===== config.mk =====
export PLATFORM = sky130hd
export DESIGN_NAME = div_iter
export DESIGN_NICKNAME = d
export VERILOG_FILES = /design/src/rtl/div_iter.sv
export SDC_FILE = /design/constraint.sdc
export NUM_CORES = 1
export LEC_CHECK = 0
export BUFFER_PORTS_ARGS = -buffer_cell sky130_fd_sc_hd__buf_2
export CORE_ASPECT_RATIO = 0.8
export CORE_MARGIN = 3
export CORE_UTILIZATION = 40
export DETAILED_ROUTE_END_ITERATION = 7
export PLACE_DENSITY = 0.64
export SETUP_SLACK_MARGIN = 0.3
export SLEW_MARGIN = 0
export SYNTH_ARGS = -nofsm -noshare
export SYNTH_HDL_FRONTEND = slang
export SYNTH_SLANG_ARGS = --single-unit

===== constraint.sdc =====
create_clock -name clk -period 6.62 [get_ports clk]
set_input_delay 0.993 -clock clk [delete_from_list [all_inputs] [get_ports clk]]
set_output_delay 0.993 -clock clk [all_outputs]
set_load 0.03 [all_outputs]

===== src/rtl/div_iter.sv =====
// Multi-cycle radix-2 restoring divider: one quotient bit per clock, signed or unsigned,
// with divide-by-zero shortcut and pipeline-flush abort.
module div_iter #(
  parameter int WIDTH = 32,
  parameter int CNT_W = 6
) (
  input  logic                 clk,
  input  logic                 resetn,
  input  logic                 start_i,
  input  logic                 signed_i,
  input  logic [WIDTH-1:0]     dividend_i,
  input  logic [WIDTH-1:0]     divisor_i,
  input  logic                 annul_i,
  output logic                 busy_o,
  output logic                 ready_o,
  output logic [2*WIDTH-1:0]   result_o
);

  typedef enum logic [1:0] {
    S_IDLE = 2'd0,
    S_DIVZ = 2'd1,
    S_RUN  = 2'd2,
    S_DONE = 2'd3
  } state_e;

  state_e               state_q, state_d;
  logic [WIDTH-1:0]     rem_q, rem_d;
  logic [WIDTH-1:0]     quo_q, quo_d;
  logic [WIDTH-1:0]     dvs_q, dvs_d;
  logic [CNT_W-1:0]     cnt_q, cnt_d;
  logic                 negq_q, negq_d;
  logic                 negr_q, negr_d;
  logic [2*WIDTH-1:0]   result_q, result_d;

  logic                 accept;
  logic                 divz;
  logic                 iter_done;
  logic [WIDTH-1:0]     dvd_mag;
  logic [WIDTH-1:0]     dvs_mag;
  logic [WIDTH:0]       shifted;
  logic [WIDTH:0]       diff;

  assign accept    = (state_q == S_IDLE) && start_i && !annul_i;
  assign divz      = (divisor_i == '0);
  assign iter_done = (cnt_q == CNT_W'(WIDTH));
  assign dvd_mag   = (signed_i && dividend_i[WIDTH-1]) ? -dividend_i : dividend_i;
  assign dvs_mag   = (signed_i && divisor_i[WIDTH-1])  ? -divisor_i  : divisor_i;

  // quo_q doubles as the dividend shift register: MSBs leave as quotient bits enter.
  // The partial remainder stays below the divisor, so bit WIDTH of diff is a valid borrow.
  assign shifted = {rem_q, quo_q[WIDTH-1]};
  assign diff    = shifted - {1'b0, dvs_q};

  always_ff @(posedge clk or negedge resetn) begin
    if (!resetn) begin
      state_q <= S_IDLE;
    end else begin
      state_q <= state_d;
    end
  end

  always_comb begin
    state_d = state_q;
    case (state_q)
      S_IDLE: if (accept) state_d = divz ? S_DIVZ : S_RUN;
      S_DIVZ: state_d = annul_i ? S_IDLE : S_DONE;
      S_RUN: begin
        if (annul_i)        state_d = S_IDLE;
        else if (iter_done) state_d = S_DONE;
      end
      S_DONE: state_d = S_IDLE;
      default: state_d = S_IDLE;
    endcase
  end

  always_comb begin
    busy_o   = (state_q != S_IDLE);
    ready_o  = (state_q == S_DONE);
    result_o = result_q;
  end

  always_comb begin
    rem_d    = rem_q;
    quo_d    = quo_q;
    dvs_d    = dvs_q;
    cnt_d    = cnt_q;
    negq_d   = negq_q;
    negr_d   = negr_q;
    result_d = result_q;
    case (state_q)
      S_IDLE: begin
        if (accept) begin
          negq_d = signed_i && (dividend_i[WIDTH-1] ^ divisor_i[WIDTH-1]);
          negr_d = signed_i && dividend_i[WIDTH-1];
          cnt_d  = '0;
          rem_d  = '0;
          dvs_d  = dvs_mag;
          // Divide-by-zero returns the raw dividend as remainder.
          quo_d  = divz ? dividend_i : dvd_mag;
        end
      end
      S_DIVZ: begin
        if (!annul_i) result_d = {quo_q, {WIDTH{1'b1}}};
      end
      S_RUN: begin
        if (!annul_i) begin
          if (iter_done) begin
            result_d = {(negr_q ? -rem_q : rem_q), (negq_q ? -quo_q : quo_q)};
          end else begin
            rem_d = diff[WIDTH] ? shifted[WIDTH-1:0] : diff[WIDTH-1:0];
            quo_d = {quo_q[WIDTH-2:0], ~diff[WIDTH]};
            cnt_d = cnt_q + CNT_W'(1);
          end
        end
      end
      default: ;
    endcase
  end

  always_ff @(posedge clk or negedge resetn) begin
    if (!resetn) begin
      rem_q    <= '0;
      quo_q    <= '0;
      dvs_q    <= '0;
      cnt_q    <= '0;
      negq_q   <= 1'b0;
      negr_q   <= 1'b0;
      result_q <= '0;
    end else begin
      rem_q    <= rem_d;
      quo_q    <= quo_d;
      dvs_q    <= dvs_d;
      cnt_q    <= cnt_d;
      negq_q   <= negq_d;
      negr_q   <= negr_d;
      result_q <= result_d;
    end
  end

endmodule

==> results.sh <==
export IMPL_final_core_util_pct=45.8
export IMPL_r2r_slack_ns=2.47
export IMPL_synth_top_area_cell="dfrtp_1"
export IMPL_synth_cells=1442
export IMPL_initial_core_util_pct=40.8
export IMPL_synth_area_mux_share_pct=2.00
export IMPL_cap_violations=0
export IMPL_cts_tree="yes"
export IMPL_drv_slew=0
export IMPL_dr_pass1_iters=6
export IMPL_final_area_um2=13500
export IMPL_synth_area_top_cells="dfrtp_1 35%, nand2_1 7.1%, o21ai_0 6.3%"
export IMPL_clock_latency_ns=0.44
export IMPL_dieWidth_um=200
export IMPL_synth_fa_ha_area_share_pct=4.55
export IMPL_antenna_found_initial=0
export IMPL_diodes=0
export IMPL_setup_viol=0
export IMPL_fin_crit_ns=4.15
export IMPL_dieArea_um2=32100
export IMPL_avgSynthCellArea_um2=8.32
export IMPL_yosysUniqueCellTypes=70
export IMPL_synthesis_nets=1554
export IMPL_cts_buffer_depth=2
export IMPL_ir_worst_vdd_mv=0.279
export IMPL_io_pins=135
export IMPL_endpoint_kind="register"
export IMPL_cts_resized=0
export IMPL_cp_start_kind="register"
export IMPL_crit_fanout=38
export IMPL_synth_edff_count=0
export IMPL_vias=11000
export IMPL_finalClockSkew_ns=0.0127
export IMPL_fin_nets=1626
export IMPL_totalWireLength_mm=36.5
export IMPL_track_usage_pct=22.6
export IMPL_h_tree_depth=4
export IMPL_final_common_cell="nand2_1"
export IMPL_cts_sinks=170
export IMPL_path_buf_inv=2
export IMPL_dp_cells=1872
export IMPL_first_global_vias=10300
export IMPL_synth_seq_cells=170
export IMPL_ant_nets=0
export IMPL_die_height_um=161
export IMPL_path_cells="inv_1 -> ha_1 -> fa_1 -> nand2b_1 -> a21o_1 -> a211o_1 -> a31o_2 -> a21oi_1 -> or4_1 -> buf_4 -> and2_1 -> o311ai_0"
export IMPL_worst_path_max_delay_cell="and2_1"
export IMPL_post_drt_wl_per_cell_um=19.2
export IMPL_power_density_nw_per_um2=481
export IMPL_worst_pin_slew_ns=1.10
export IMPL_synth_area_um2=12000
export IMPL_routed_via_density=5.75
export IMPL_rsz0062_at_grt="false"
export IMPL_grt_overflow_total=0
export IMPL_status="finished, final reports clean"
export IMPL_ys_seq_area_share_pct=35.5
export IMPL_crit_path_max_incr_delay_ns=0.92
export IMPL_synthFlopType="dfrtp_1"
export IMPL_dpl_cell_area_um2=12900
export IMPL_post_route_drc_count=0
export IMPL_worstHoldPathType="register to register"
export IMPL_worstSetupPathType="register to register"
export IMPL_ff2ff_path_depth=12
export IMPL_synth_top_cell_area_share_pct=35.5
export IMPL_reg2reg_to="rem_q[2]"
export IMPL_gp_congestion=0.925
export IMPL_drive_gt1_share_pct=14.0
export IMPL_worstHoldEndpoint="result_o[52]"
export IMPL_drt_iter0_drc=1021
export IMPL_grt_max_degree=107
export IMPL_fin_setup_tns_ns=0
export IMPL_synth_xor_area_share_pct=10.7
export IMPL_synth_compound_area_share_pct=23.4
export IMPL_cp_arrival_ns=4.42
export IMPL_hold_buffers=0
export IMPL_fin_hold_ws_ns=0.478
export IMPL_root_buffer="clkbuf_16"
export IMPL_fmax_mhz=241
export IMPL_required_ns=6.89
export IMPL_layout_common_cells="225 x nand2_1, 170 x dfrtp_1, 152 x o21ai_0"
export IMPL_areaGrowthSynthToFinish_pct=12.4
export IMPL_min_path_cells=2
export IMPL_hp_start="result_o[52]"
export IMPL_rr_startpoint="quo_q[31]"
export IMPL_crit_family="compound AO/OA/AOI/OAI gates"
export IMPL_hold_viol=0
export IMPL_stdcell_count=1903
export IMPL_post_cts_buffers=0
export IMPL_clk_pin_slew_ns=0.07
export IMPL_core_area_um2=29400
export IMPL_cts_buffers=17
export IMPL_synth_top_family_by_area="compound AO/OA/AOI/OAI gates"
export IMPL_synthSimpleGateAreaFrac_pct=18.9
export IMPL_port_buffers=134
export IMPL_rows=56
export IMPL_slew_headroom_pct=26.8
export IMPL_async_flop_share_pct=100
export IMPL_grt_pass1_wl_mm=57.3
export IMPL_ys_warn_count=0
export IMPL_leakagePower_nw=5.98
export IMPL_dp_hpwl_mm=27.4
export IMPL_finalCritPeriodShare_pct=62.6
## stage by stage
step                setup WS (ns)  total power [mW]
floorplan                    3.28              4.35
CTS                          2.51              6.45
finish                       2.47              6.49
detailed placement           2.52              5.46
global placement             2.59              5.40
global route                 2.17              6.95
## worst reg2reg max path, cell delays in order (launching register included)
cell and delay, ns:
dfrtp_1 0.35, inv_1 0.09, ha_1 0.23, fa_1 0.40
nand2b_1 0.18, a21o_1 0.20, a211o_1 0.32, a31o_2 0.28
a21oi_1 0.27, or4_1 0.16, buf_4 0.35, and2_1 0.93
o311ai_0 0.22
## cell families after synthesis
logic type,Yosys count
AND/OR/NAND/NOR,466
AO/OA/AOI/OAI,437
flip-flops,170
buffers and inverters,155
XOR/XNOR,147
adder cells (fa/ha/maj),43
multiplexers,24
## registers in the layout, summed over array words and instances, names as in the netlist
signal    flops
result_o     64
dvs_q        32
quo_q        32
rem_q        32
cnt_q         6
state_q       2
negq_q        1
negr_q        1
## cell type report
type	instances	area, µm²
Clock buffer	19	453
Clock inverter	12	116
Fill cell	2864	15900
Inverter	61	229
Multi-Input combinational cell	1117	7180
Sequential cell	170	4250
Tap cell	377	472
Timing Repair Buffer	147	774
## cells in the mapped netlist (4+ instances only)
cell and n:
a221o_1 10, o21ai_1 11, or3_4 5, ha_1 42, xor2_1 73, nor4_1 9
o211ai_1 23, and3_1 9, nand4_1 21, o21bai_1 5, or4_4 4, or4_1 14
nor2_1 84, nand2b_1 12, o22a_1 24, a21boi_0 4, clkbuf_1 78, o21a_1 8
o41ai_1 16, or3_1 8, o21ai_0 152, o31ai_1 25, mux2i_1 24, a311o_1 4
xnor2_1 74, nand3_1 18, nand2_1 226, nor2b_1 9, o22ai_1 16, a21o_1 13
dfrtp_1 170, inv_1 61, and2_1 10, a31oi_1 15, a21oi_1 85, nor3_1 14
buf_1 13
## per-layer routing
layer / vias to the layer above / global-route usage, % / part of all wire, %
li1: 5275 / - / -
met1: 5261 / 34.8 / 49
met2: 375 / 32.3 / 42
met3: 40 / 5.03 / 7.6
met4: 0 / 5.33 / 1.4
met5: - / 0 / 0
## worst max path at each step
stage	start	end	slack, ns	cells after the start
after floorplan	dividend_i[0]	quo_q[28]	3.28	10
after global placement	quo_q[31]	rem_q[0]	2.59	12
after detailed placement	quo_q[31]	rem_q[17]	2.52	12
after CTS	quo_q[31]	rem_q[22]	2.51	12
after global routing	quo_q[31]	rem_q[1]	2.17	12
final	quo_q[31]	rem_q[2]	2.47	12
## power by group
group | internal (mW) | switching, mW | leakage [nW] | total (mW)
registers | 1.47 | 0.531 | 2.11 | 2.01
clock network | 0.540 | 0.457 | 0.264 | 0.997
logic | 1.23 | 2.26 | 3.61 | 3.48
total | 3.24 | 3.24 | 5.98 | 6.49
Note: power is estimated with default switching activity, not from simulation.
